**src/rtl/control_sequencer_if.sv**
```systemverilog
// Handshake bundle between the SAP-1 ring counter/IR and the controller-sequencer.
// The slave modport is the sequencer's view; master is the ring counter / datapath view.
interface control_sequencer_if #(
  parameter int ICOUNT_W = 8
);
  logic [5:0]          state;
  logic [3:0]          opcode;
  logic [11:0]         con;
  logic                hlt;
  logic                illegal_op;
  logic                seq_err;
  logic [ICOUNT_W-1:0] icount;

  modport master (
    output state, opcode,
    input  con, hlt, illegal_op, seq_err, icount
  );

  modport slave (
    input  state, opcode,
    output con, hlt, illegal_op, seq_err, icount
  );
endinterface

```
**src/rtl/control_sequencer.sv**
```systemverilog
// SAP-1 controller-sequencer: decodes T-state/opcode into the 12-bit control word and
// holds halt, illegal-opcode, retired-count state. Ring checker present when CTRL_SEQ_CHECK_EN is defined.
module control_sequencer #(
  parameter int ICOUNT_W = 8
) (
  input  logic                CLK,
  input  logic                CLR,
  control_sequencer_if.slave  bus
);

  localparam logic [3:0]  OP_LDA = 4'b0000;
  localparam logic [3:0]  OP_ADD = 4'b0001;
  localparam logic [3:0]  OP_SUB = 4'b0010;
  localparam logic [3:0]  OP_OUT = 4'b1110;
  localparam logic [3:0]  OP_HLT = 4'b1111;

  localparam logic [5:0]  T1 = 6'b000001;
  localparam logic [5:0]  T2 = 6'b000010;
  localparam logic [5:0]  T3 = 6'b000100;
  localparam logic [5:0]  T4 = 6'b001000;
  localparam logic [5:0]  T5 = 6'b010000;
  localparam logic [5:0]  T6 = 6'b100000;

  localparam logic [11:0] NOP = 12'h3E3;

  logic                hlt_q;
  logic                illegal_q;
  logic [ICOUNT_W-1:0] icount_q;

  function automatic logic is_defined(input logic [3:0] op);
    return (op == OP_LDA) || (op == OP_ADD) || (op == OP_SUB) ||
           (op == OP_OUT) || (op == OP_HLT);
  endfunction

  // Exact one-hot matching: any zero or multi-bit state falls to the NOP default.
  function automatic logic [11:0] decode(input logic [5:0] st, input logic [3:0] op,
                                         input logic halted);
    logic [11:0] w;
    w = NOP;
    if (!halted) begin
      case (st)
        T1: w = 12'h5E3;
        T2: w = 12'hBE3;
        T3: w = 12'h263;
        T4: begin
          if (op == OP_LDA || op == OP_ADD || op == OP_SUB) w = 12'h1A3;
          else if (op == OP_OUT)                            w = 12'h3F2;
        end
        T5: begin
          if (op == OP_LDA)                      w = 12'h2C3;
          else if (op == OP_ADD || op == OP_SUB) w = 12'h2E1;
        end
        T6: begin
          if (op == OP_ADD)      w = 12'h3C7;
          else if (op == OP_SUB) w = 12'h3CF;
        end
        default: w = NOP;
      endcase
    end
    return w;
  endfunction

  assign bus.con        = decode(bus.state, bus.opcode, hlt_q);
  assign bus.hlt        = hlt_q;
  assign bus.illegal_op = illegal_q;
  assign bus.icount     = icount_q;

  // HLT and an undefined opcode cannot coincide, so the two T4 updates never conflict.
  always_ff @(posedge CLK or posedge CLR) begin
    if (CLR) begin
      hlt_q     <= 1'b0;
      illegal_q <= 1'b0;
      icount_q  <= '0;
    end else begin
      if (bus.state == T4 && bus.opcode == OP_HLT)
        hlt_q <= 1'b1;
      if (bus.state == T4 && !is_defined(bus.opcode) && !hlt_q)
        illegal_q <= 1'b1;
      if (bus.state == T6 && !hlt_q)
        icount_q <= icount_q + 1'b1;
    end
  end

`ifdef CTRL_SEQ_CHECK_EN
  logic [5:0] expected_q;
  logic       seq_err_q;

  // Expected phase advances every edge regardless of mismatch or halt.
  always_ff @(posedge CLK or posedge CLR) begin
    if (CLR) begin
      expected_q <= T1;
      seq_err_q  <= 1'b0;
    end else begin
      if (bus.state != expected_q)
        seq_err_q <= 1'b1;
      expected_q <= {expected_q[4:0], expected_q[5]};
    end
  end

  assign bus.seq_err = seq_err_q;
`else
  assign bus.seq_err = 1'b0;
`endif

endmodule

```
**src/flat_wrapper.sv**
```systemverilog
// flat-port wrapper written by rule: the top's interface ports become plain ports
module control_sequencer_flat 
#(
  parameter int ICOUNT_W = 8
)
  (CLK, CLR, bus_state, bus_opcode, bus_con, bus_hlt, bus_illegal_op, bus_seq_err, bus_icount);
  control_sequencer_if #(.ICOUNT_W(ICOUNT_W)) bus_i ();
  input  logic CLK;
  input  logic CLR;
  input wire logic [$bits(bus_i.state)-1:0] bus_state;
  input wire logic [$bits(bus_i.opcode)-1:0] bus_opcode;
  output wire logic [$bits(bus_i.con)-1:0] bus_con;
  output wire logic [$bits(bus_i.hlt)-1:0] bus_hlt;
  output wire logic [$bits(bus_i.illegal_op)-1:0] bus_illegal_op;
  output wire logic [$bits(bus_i.seq_err)-1:0] bus_seq_err;
  output wire logic [$bits(bus_i.icount)-1:0] bus_icount;
  assign bus_i.state = bus_state;
  assign bus_i.opcode = bus_opcode;
  assign bus_con = bus_i.con;
  assign bus_hlt = bus_i.hlt;
  assign bus_illegal_op = bus_i.illegal_op;
  assign bus_seq_err = bus_i.seq_err;
  assign bus_icount = bus_i.icount;
  control_sequencer #(.ICOUNT_W(ICOUNT_W)) u_core (.CLK(CLK), .CLR(CLR), .bus(bus_i));
endmodule
```
**config.mk**
```make
export PLATFORM = sky130hd
export DESIGN_NAME = control_sequencer_flat
export DESIGN_NICKNAME = d
export VERILOG_FILES = /design/src/rtl/control_sequencer_if.sv /design/src/rtl/control_sequencer.sv /design/src/flat_wrapper.sv
export SDC_FILE = /design/constraint.sdc
export NUM_CORES = 1
export LEC_CHECK = 0
export BUFFER_PORTS_ARGS = -buffer_cell sky130_fd_sc_hd__clkbuf_2
export CAP_MARGIN = 20
export CELL_PAD_IN_SITES_DETAIL_PLACEMENT = 0
export CELL_PAD_IN_SITES_GLOBAL_PLACEMENT = 1
export CORE_MARGIN = 4
export CORE_UTILIZATION = 29
export CTS_CLUSTER_DIAMETER = 40
export DETAILED_ROUTE_END_ITERATION = 8
export PLACE_DENSITY = 0.71
export SYNTH_ARGS = -nofsm -noshare
export SYNTH_HDL_FRONTEND = slang
export SYNTH_SLANG_ARGS = --single-unit
```
**constraint.sdc**
```tcl
create_clock -name CLK -period 2.2 [get_ports CLK]
set_clock_uncertainty 0.05 [all_clocks]
set_input_delay 0.55 -clock CLK [delete_from_list [all_inputs] [get_ports CLK]]
set_output_delay 0.55 -clock CLK [all_outputs]
set_load 0.005 [all_outputs]
```
# Word-level counts from Yosys, hierarchy flattened
# Cells that the tools add are included.
[totals]
ff_bits = 10
latchBits = 0
ram_bits = 0
mem_bits_ro = 0
inputBits = 12
output_inout_bits = 23
wordCells = 34
memories = 0
[op_classes]
n_addsub = 1
multipliers = 0
n_div = 0
n_lt_le_gt_ge = 0
eq_ne = 10
shifts = 0
n_mux = 8
n_bitwise = 0
reduce_logical = 12
[ops]
columns = ["op", "count"]
rows = [
  ["$pmux W12 S6", 1],
  ["$mux W12", 4],
  ["$mux W9", 1],
  ["$add A8 B1 Y8 const B", 1],
  ["$eq A4 B4 Y1 const B", 2],
  ["$eq A6 B1 Y1 const B", 1],
  ["$eq A6 B2 Y1 const B", 1],
  ["$eq A6 B3 Y1 const B", 1],
  ["$eq A6 B4 Y1 const B", 1],
  ["$eq A6 B5 Y1 const B", 1],
  ["$eq A6 B6 Y1 const B", 1],
  ["$mux W6", 1],
  ["$logic_or A1 B1 Y1", 5],
  ["$mux W5", 1],
  ["$eq A4 B1 Y1 const B", 1],
  ["$eq A4 B2 Y1 const B", 1],
  ["$logic_and A1 B1 Y1", 4],
  ["$logic_not A4 Y1", 1],
  ["$logic_not A1 Y1", 2],
]

# Depth between registers and ports, before layout
# Gate-level depths: netlist (run 1).
[depth]
ltp_word = 8
ltp_mapped = 4
mapped_depth_nobuf = 4

# Least setup slack after synthesis (run 1)
# OpenSTA, ideal clock, no wires.
[synth_path]
kind = "in2out"
from = "in bus_state[5]"
to = "out bus_con[4]"
arrival_time_ps = 1644
t_required_ps = 1600
setup_slack_ps = -44
cell_stages = 4
n_path_buf = 1
cell_sequence = "clkbuf_2 > or4b_4 > or2_1 > nor4_2"
[synth_between]
elab_chain_len = 3
elab_cells_between_ends = 8
classes_between = "eq/ne (6); mux (2)"
[synth_rtl]
columns = ["item", "line", "text"]
rows = [
  ["start, declared", "flat_wrapper.sv:10", "input wire logic [$bits(bus_i.state)-1:0] bus_state;"],
  ["$eq A6 B6 Y1 (tied with other cells)", "control_sequencer.sv:41", "case (st)"],
  ["$pmux W12 S6 *", "control_sequencer.sv:41", ""],
  ["$mux W12 *", "control_sequencer.sv:40", "if (!halted) begin"],
  ["end, declared", "flat_wrapper.sv:12", "output wire logic [$bits(bus_i.con)-1:0] bus_con;"],
]
# Mark *: on every way between the ends. The rest lies on a longest branch, timed or not.

# Final worst setup path (run 1)
[layout_path]
from = "in bus_state[2]"
to = "out bus_con[4]"
# The elaborated chain is that of the path after synthesis.

==> results.ini, run 1 <==
[setup_path]
r2r_start=u_core.bus.hlt
crit_type=in2out
cpPeakStageDelay_ns=0.55
slowest_stage=or4b_4
crit_cells=5
ff2ff_path_depth=4
endpoint=bus_con[4]
worst-path-buf-inv=2
cp_max_fo=3
endpoint_kind=primary output
worstPathCellList=buf_6, or4b_4, or2_4, nor4_2, buf_2
crit_start=bus_state[2]
reg2reg_to=u_core.bus.icount[7]
r2r_setup_slack_ns=0.57
critPathRequiredTime_ns=1.60
arrival_ns=1.71
start_kind=input pin
crit_family=simple AND/OR/NAND/NOR gates

[global_route]
grt_usage_pct=13.9
gr-usage-met1_pct=17.3
antenna_found_initial=0
grt_util_met3_pct=3.95
grt_pass1_wl_um=3670
grt_pass1_vias=838
use_met2_pct=22.4
grt_overflow_total=0
grt_max_degree=11
gr-max-usage-layer=met2

[floorplan]
ios=35
floorplan.die_area_sq_um=3460
fp.dieW_um=58.8
die_h_um=58.8
rows=18
core_sq_um=2480
initial_core_util_pct=30.2

[sta]
final.setup.tns_ns=-0.217
layout_worst_path_cycle_share_pct=105
max_freq_ghz=0.433
rsz0062_at_grt=true
setup_viol=3
layout_setup_ws_ns=-0.109
drv_slew=0
final_hold_viol_count=0
period_needed_ns=2.31

[synth]
yosysTopAreaCellShare_pct=33.4
yosysWarnings=0
synth.area.top_cells=dfrtp_1, xnor2_1, nand3_1, nor2_1, xor2_1
netlist_area_sq_um=748
syn_inst=83
postSynthAreaPerCell_sq_um=9.01
synth_cell_types=40
async_reset_ff_share_pct=100
seq_area_frac_synth_pct=33.4
yosysTopAreaCell=dfrtp_1
synth_ff_type=dfrtp_1
ys_ff_latch=10
synth_most_common_cell=dfrtp_1
synth-edff-count=0
yosys-top-cells-count=dfrtp_1, nor2_1, nand3_1, nor3_1, xnor2_1
synth_nets=96

[drt]
post-route-drc-count=0
dr_total_vias=817
drtIter0Drc=8
ant_nets=0
viasPerCell=5.04
wl_per_cell_um=14.0
dr.pass1.iters=4
wl_um=2270

[place]
placed_area_sq_um=1040
place_ws_ns=-0.190
dp.cells=156
place.gp.congestion=0.738
numPortBuffers=33
hpwl_um=1810

[clocking]
cts_num_sinks=10
htree_levels=1
clk_latency_ns=0.26
clk_pin_slew_ns=0.06
cts_made_buffers=3
clockBufferDepth=2
cts_tree=done
clockRootBuffer=clkbuf_4

[final_layout]
layout-drive-gt1-share_pct=55.3
finish.instance_area_sq_um=1170
fin_cells=162
fillers=265
final_nets=147
synthToLayoutAreaGrowth_pct=57.0
antenna-diode-count=0

[pwr]
p_leak_nw=0.546
powerDensity_nw_per_um2=426
ir_drop_uv=326

[outcome]
violations=setup timing
status=finished, violations left

[worst_hold_path]
hold_class=in2async

[job]
cap_violations=0

layout make-up:
class,count,area [sq um],share of cell area (%)
tap,30,37.5,3.19
timing repair buffer,50,312,26.5
clock buffer,3,22.5,1.92
sequential,10,251,21.4
inverter,1,3.75,0.319
multi-input combinational,68,548,46.6
cell usage in the layout (no fill, tap or decap), types with 2 or more instances in the layout:
cell	n
nor3_2	2
nand4b_1	2
dfrtp_1	9
buf_4	16
or2_2	2
buf_6	2
nor3_1	2
nor2b_1	2
nor4_1	3
and3_1	3
nand3_1	6
clkbuf_4	3
clkbuf_2	30
nor2_1	6
xor2_1	3
xnor2_1	5
a211o_1	2
nand2_1	3
flip-flops by register name, summed over array words and instances, names as in the netlist:
signal / cells
u_core.bus.hlt: 1
u_core.bus.icount: 8
u_core.bus.illegal_op: 1
worst min-delay path by stage:
stage,start,end,slack (ns),cells past startpoint
after global routing,CLR,u_core.bus.icount[1],0.21,2
after global placement,u_core.bus.illegal_op,u_core.bus.illegal_op,0.41,1
after detailed placement,u_core.bus.illegal_op,u_core.bus.illegal_op,0.41,1
after floorplan,CLR,u_core.bus.hlt,0.34,1
final,CLR,u_core.bus.icount[1],0.18,2
after CTS,CLR,u_core.bus.icount[1],0.18,2
where the power goes:
part | internal, mW | leakage (nW) | switching (mW)
Sequential | 0.205 | 0.133 | 0.0246
Clock | 0.0629 | 0.0138 | 0.0571
Combinational | 0.0792 | 0.398 | 0.0720
Total | 0.347 | 0.546 | 0.154
timing repair:
item	in CTS	in global routing
endpoints found under the setup margin	10	10
pin swaps	3	1
resized for setup	11	9
cloned	0	0
hold buffers	0	0
buffers inserted	1	2
cell families after synthesis:
family	after synthesis	share of synthesized area (%)
compound gates	10	10.9
xor+xnor	8	9.36
fa+ha+maj	1	1.67
buf+inv	5	3.18
flops	10	33.4
mux	1	1.50
other cells	1	0.501
simple gates	47	39.5
metrics by stage:
stage                     util (%)  hold slack [ns]  power, mW
after floorplan                  -            0.340      0.295
after global placement        41.8            0.411      0.362
after detailed placement      41.8            0.410      0.368
after CTS                     45.5            0.185      0.502
after global routing          47.4            0.208      0.537
final                         47.4            0.181      0.501
layer usage:
metal | part of all wire, % | vias up | wire [um]
li1 | - | 407 | -
met1 | 45 | 377 | 1010
met2 | 45 | 29 | 1030
met3 | 8.5 | 4 | 192
met4 | 1.6 | 0 | 36
met5 | 0 | - | 0
(Power assumes the default switching activity.)
==> run 2: changes to the inputs <==
--- a/config.mk
+++ b/config.mk
@@ -5,15 +5,15 @@
 export SDC_FILE = /design/constraint.sdc
 export NUM_CORES = 1
 export LEC_CHECK = 0
-export BUFFER_PORTS_ARGS = -buffer_cell sky130_fd_sc_hd__clkbuf_2
 export CAP_MARGIN = 20
 export CELL_PAD_IN_SITES_DETAIL_PLACEMENT = 0
 export CELL_PAD_IN_SITES_GLOBAL_PLACEMENT = 1
 export CORE_MARGIN = 4
-export CORE_UTILIZATION = 29
+export CORE_UTILIZATION = 38
 export CTS_CLUSTER_DIAMETER = 40
 export DETAILED_ROUTE_END_ITERATION = 8
-export PLACE_DENSITY = 0.71
+export DONT_BUFFER_PORTS = 1
+export PLACE_DENSITY = 0.68
 export SYNTH_ARGS = -nofsm -noshare
 export SYNTH_HDL_FRONTEND = slang
 export SYNTH_SLANG_ARGS = --single-unit
==> run 2 against run 1 <==
The flow now finishes without violations. Flip-flop and latch count did not move. Via count is 20% lower. Final cell count shrank 31%. Hold slack worse by 0.089 ns. Clock power is 35% higher. Sequential share of layout area is 8.7 points higher. Combinational power is 55% lower. Cell area shrank 29%. Fmax up 9.9%. Largest cell class unchanged.
==> results.ini, run 2 (same netlist as run 1, synthesis figures left out) <==
[job]
cap_violations=0  ; unchanged

[final_layout]
layout-drive-gt1-share_pct=22.1  ; -33 points
layout_commonest_cell=dfrtp_1
synthToLayoutAreaGrowth_pct=11.7
fillers=188  ; -29%
most-common-layout-cells=dfrtp_1, nor2_1, nand3_1
largest_reg_flops=8  ; unchanged
final_nets=100  ; -32%
antenna-diode-count=0  ; unchanged
finish.instance_area_sq_um=836  ; -29%

[setup_path]
r2r_setup_slack_ns=0.66  ; +0.09 ns
arrival_ns=1.50  ; -0.21 ns
critPathRequiredTime_ns=1.60  ; about the same
crit_family=simple AND/OR/NAND/NOR gates
crit_type=in2out
cpPeakStageDelay_ns=0.53  ; -0.02 ns
start_kind=input pin
endpoint_kind=primary output
cp_max_fo=8  ; +5
worst-path-buf-inv=0  ; -2
worstPathCellList=or4b_4, or2_1, nor4_2
slowest_stage=or4b_4

[floorplan]
fp.dieW_um=52.4  ; -11%
core_sq_um=1800  ; -27%
die_h_um=52.4  ; -11%
ios=35  ; unchanged
rows=15  ; -3
initial_core_util_pct=41.5  ; +11 points
floorplan.die_area_sq_um=2740  ; -21%

[clocking]
clockBufferDepth=2  ; unchanged
cts_tree=done
clk_latency_ns=0.26  ; about the same
clk_pin_slew_ns=0.07  ; about the same
cts_setup_buffers=0  ; -1
clockRootBuffer=clkbuf_4
cts_num_sinks=10  ; unchanged
ctsHoldBuffers=0  ; unchanged
htree_levels=1  ; unchanged
cts_made_buffers=3  ; unchanged

[place]
place.gp.congestion=0.799  ; +8.3%
placed_area_sq_um=782  ; -25%
hpwl_um=1420  ; -22%
numPortBuffers=0  ; -100%

[pwr]
ir_drop_uv=391  ; +20%
p_leak_nw=0.323  ; -41%
power_mw=0.466  ; -7.0%
p_comb_share_pct=14.6  ; -16 points
powerDensity_nw_per_um2=557  ; +31%
clock_power_share_pct=34.8  ; +11 points
switching_share_pct=26.1  ; -4.6 points
internal_power_mw=0.344  ; -0.82%
power_frac_seq_pct=50.6  ; +4.7 points
p_sw_mw=0.122  ; -21%

[worst_hold_path]
hold_class=in2async

[sta]
rsz0062_at_grt=false
final.setup.tns_ns=0  ; +0.217 ns
max_freq_ghz=0.476  ; +9.9%
final_hold_viol_count=0  ; unchanged
setup_viol=0  ; -3
drv_slew=0  ; unchanged
layout_worst_path_cycle_share_pct=95.5  ; -9.5 points
period_needed_ns=2.10  ; -0.209 ns

[drt]
wl_um=1790  ; -21%
ant_nets=0  ; unchanged
post-route-drc-count=0  ; unchanged
wl_per_cell_um=16.1  ; +15%
drtIter0Drc=3  ; -5
viasPerCell=5.89  ; +17%
dr.pass1.iters=2  ; -2
dr_total_vias=654  ; -20%

[global_route]
antenna_found_initial=0  ; unchanged
grt_max_degree=11  ; unchanged
grt_pass1_wl_um=2930  ; -20%
grt_pass1_vias=607  ; -28%
grt_overflow_total=0  ; unchanged
grt_usage_pct=14.5  ; +0.57 points

[outcome]
status=finished clean

==> run 2: cell count changes in the layout (fill, tap and decap cells not counted), moves of 2 or more <==
cell	change
nor3_1	+2
buf_6	-2
buf_4	-13
clkbuf_2	-30
==> run 2: repair_timing <==
item | in CTS | in global routing
resized for setup | 1 | 3
gates cloned | 0 | 0
endpoints found under the setup margin | 2 | 4
==> run 2: path summary, 6_finish.rpt <==
path,from,end,depth (start not counted)
max,bus_state[2],bus_con[4],3
max in group asynchronous,CLR,u_core.bus.hlt,1
min,CLR,u_core.bus.icount[1],1
min in group CLK,bus_opcode[0],u_core.bus.hlt,2
max reg2reg,u_core.bus.hlt,u_core.bus.icount[7],3
min reg2reg,u_core.bus.icount[7],u_core.bus.icount[7],1
==> run 2: layout make-up <==
cell class,instances,area (sq um),area share [%]
well taps,25,31.3,3.74
clock buffers,4,36.3,4.34
inverters,1,3.75,0.449
multi-input cells,68,490,58.7
repair buffers,3,22.5,2.69
flip-flops and latches,10,251,30.1
==> run 2: through the flow <==
stage,util (%),instances,hold WS [ns],setup WS (ns)
after floorplan,-,83,0.340,0.0306
after CTS,45.7,111,0.106,0.0341
after global placement,43.4,107,0.385,0.0802
after global routing,46.4,111,0.120,0.0000663
after detailed placement,43.4,107,0.390,0.0822
final,46.4,111,0.0923,0.0994
==> run 2: layer usage <==
metal | track usage, % | wire (um) | vias to the layer above
met5 | 0 | 0 | -
met4 | 7.66 | 40 | 0
met3 | 3.13 | 160 | 4
li1 | - | - | 319
met2 | 23.1 | 830 | 24
met1 | 18.0 | 754 | 307
==> run 2: power by group through the flow <==
stage	Sequential, mW	Clock, mW	Combinational (mW)
2_1_floorplan	0.232	0	0.0630
3_3_place_gp	0.238	0	0.0657
3_5_place_dp	0.239	0	0.0674
4_1_cts	0.236	0.167	0.0676
5_1_grt	0.240	0.177	0.0786
6_report	0.236	0.162	0.0681
==> run 2: worst register-to-register path, delay by kind of cell, from the launching register on <==
| kind | cells | cell delay, ns |
|---|---|---|
| flops | 1 | 0.47 |
| simple gates | 2 | 0.76 |
| xor+xnor | 1 | 0.18 |
==> run 3: changes to the inputs <==
--- a/config.mk
+++ b/config.mk
@@ -9,11 +9,12 @@
 export CELL_PAD_IN_SITES_DETAIL_PLACEMENT = 0
 export CELL_PAD_IN_SITES_GLOBAL_PLACEMENT = 1
 export CORE_MARGIN = 4
-export CORE_UTILIZATION = 38
+export CORE_UTILIZATION = 37
+export CTS_BUF_LIST = sky130_fd_sc_hd__clkbuf_8
 export CTS_CLUSTER_DIAMETER = 40
 export DETAILED_ROUTE_END_ITERATION = 8
 export DONT_BUFFER_PORTS = 1
-export PLACE_DENSITY = 0.68
+export PLACE_DENSITY = 0.66
 export SYNTH_ARGS = -nofsm -noshare
 export SYNTH_HDL_FRONTEND = slang
 export SYNTH_SLANG_ARGS = --single-unit
==> run 3 against run 2 <==
Via count rose by 0.15%. Final cell count rose by 1.8%. Critical path type unchanged. Register-to-register slack improved by 0.08 ns. Count of clock-buffer cells in the layout fell by 1. Sequential power barely moved. Flip-flop and latch count did not move.
==> results.ini, run 3 (same netlist as run 1, synthesis figures left out) <==
[sta]
final_hold_viol_count=0  ; unchanged
drv_slew=0  ; unchanged
max_freq_ghz=0.474  ; -0.33%
rsz0062_at_grt=false
final.setup.tns_ns=0  ; unchanged
setup_viol=0  ; unchanged
period_needed_ns=2.11  ; +0.00704 ns
layout_worst_path_cycle_share_pct=95.8  ; +0.32 points

[drt]
drtIter0Drc=9  ; +6
viasPerCell=5.80  ; -1.6%
post-route-drc-count=0  ; unchanged
ant_nets=0  ; unchanged
dr.pass1.iters=4  ; +2
wl_per_cell_um=16.1  ; about the same
wl_um=1820  ; +1.7%
dr_total_vias=655  ; +0.15%

[pwr]
ir_drop_uv=592  ; +51%
power_mw=0.488  ; +4.7%
internal_power_mw=0.363  ; +5.6%
p_comb_share_pct=14.4  ; -0.2 points
p_leak_nw=0.330  ; +2.0%
switching_share_pct=25.5  ; -0.61 points
clock_power_share_pct=37.7  ; +2.9 points
p_sw_mw=0.124  ; +2.3%
powerDensity_nw_per_um2=582  ; +4.4%
power_frac_seq_pct=47.9  ; -2.7 points

[clocking]
clk_pin_slew_ns=0.05  ; -0.02 ns
clockBufferDepth=2  ; unchanged
cts_tree=done
cts_setup_buffers=0  ; unchanged
clockRootBuffer=clkbuf_8
cts_made_buffers=3  ; unchanged
clk_latency_ns=0.23  ; -0.03 ns
htree_levels=1  ; unchanged
cts_num_sinks=10  ; unchanged

[final_layout]
multi_input_area_sq_um=479  ; -2.3%
final_nets=101  ; +1.0%
layout-drive-gt1-share_pct=18.6  ; -3.5 points
synthToLayoutAreaGrowth_pct=12.0
final_util_pct=43.2  ; -3.2 points
largest_reg_flops=8  ; unchanged
register_area_sq_um=250  ; -0.50%
antenna-diode-count=0  ; unchanged
most-common-layout-cells=dfrtp_1, nor2_1, nand3_1
fillers=210  ; +12%
layout_commonest_cell=dfrtp_1

[global_route]
grt_overflow_total=0  ; unchanged
grt_max_degree=11  ; unchanged
grt_pass1_vias=631  ; +4.0%
grt_pass1_wl_um=2840  ; -3.1%
antenna_found_initial=0  ; unchanged
grt_usage_pct=13.7  ; -0.76 points

[setup_path]
slowest_stage=or4b_4
endpoint_kind=primary output
critPathRequiredTime_ns=1.60  ; about the same
start_kind=input pin
arrival_ns=1.51  ; about the same
crit_type=in2out
cp_max_fo=8  ; unchanged
worstPathCellList=or4b_4, or2_1, nor4_2
cpPeakStageDelay_ns=0.52  ; about the same

[floorplan]
core_sq_um=1940  ; +7.8%
die_h_um=53.0  ; +1.1%
floorplan.die_area_sq_um=2810  ; +2.3%
fp.dieW_um=53.0  ; +1.1%
ios=35  ; unchanged
initial_core_util_pct=38.5  ; -3.0 points
rows=16  ; +1

[place]
numPortBuffers=0  ; unchanged
place.gp.congestion=0.787  ; -1.6%
hpwl_um=1440  ; +1.1%

[outcome]
status=finished clean

[worst_hold_path]
hold_class=in2async

[job]
cap_violations=0  ; unchanged

[run 3: changes by cell type in the layout (fill, tap and decap cells not counted)]
cell and delta:
clkbuf_8 +2, or3_1 +1, dfrtp_2 -1, dfrtp_1 +1, buf_4 +1, nor4bb_2 -1
or3_4 -1, nor4bb_1 +1, clkbuf_4 -3
[run 3: final timing paths]
| kind | to | cells past startpoint | slack (ns) | start |
|---|---|---|---|---|
| setup / recovery | bus_con[4] | 3 | 0.09 | bus_state[2] |
| hold / removal | u_core.bus.icount[5] | 1 | 0.14 | CLR |
| setup reg to reg | u_core.bus.icount[7] | 3 | 0.74 | u_core.bus.icount[5] |
| hold reg to reg | u_core.bus.icount[7] | 1 | 0.44 | u_core.bus.icount[7] |
| max in group asynchronous | u_core.bus.icount[4] | 1 | 1.68 | CLR |
| min in group CLK | u_core.bus.hlt | 2 | 0.43 | bus_opcode[0] |
[run 3: area by class of cell]
cell class              instances  share of cell area (%)
repair buffers                  4                    3.58
multi-input cells              68                    57.2
inverters                       1                   0.448
clock buffers                   3                    4.93
well taps                      27                    4.03
flip-flops and latches         10                    29.9
[run 3: metal layers]
metal,GRT usage (%),wire [um],vias to the layer above
li1,-,-,313
met1,17.9,851,316
met2,21.1,800,24
met3,5.92,153,2
met4,2.55,12,0
met5,0,0,-
[run 3: power by group through the flow]
stage          Clock, mW  Combinational (mW)  Sequential (mW)
2_1_floorplan          0              0.0630            0.232
3_3_place_gp           0              0.0698            0.237
3_5_place_dp           0              0.0702            0.237
4_1_cts            0.190              0.0707            0.235
5_1_grt            0.202              0.0818            0.241
6_report           0.184              0.0700            0.234
[run 3: what timing repair did]
action / in CTS / in global routing
endpoints found under the hold margin: 0 / 0
endpoints found under the setup margin: 0 / 2
resized for setup: 0 / 1
hold buffers: 0 / 0
[run 3: per-stage QoR]
step	instance area, sq um	cells	setup slack, ns	hold WS (ns)
3_5_place_dp	792	110	0.0807	0.401
3_3_place_gp	792	110	0.0911	0.388
2_1_floorplan	748	83	0.0306	0.340
6_report	838	113	0.0923	0.139
4_1_cts	833	113	0.0642	0.152
5_1_grt	838	113	0.0608	0.172
[run 3: worst max-delay path, delay by kind of cell]
family           cells  cell delay [ns]
AND/OR/NAND/NOR      3             0.95
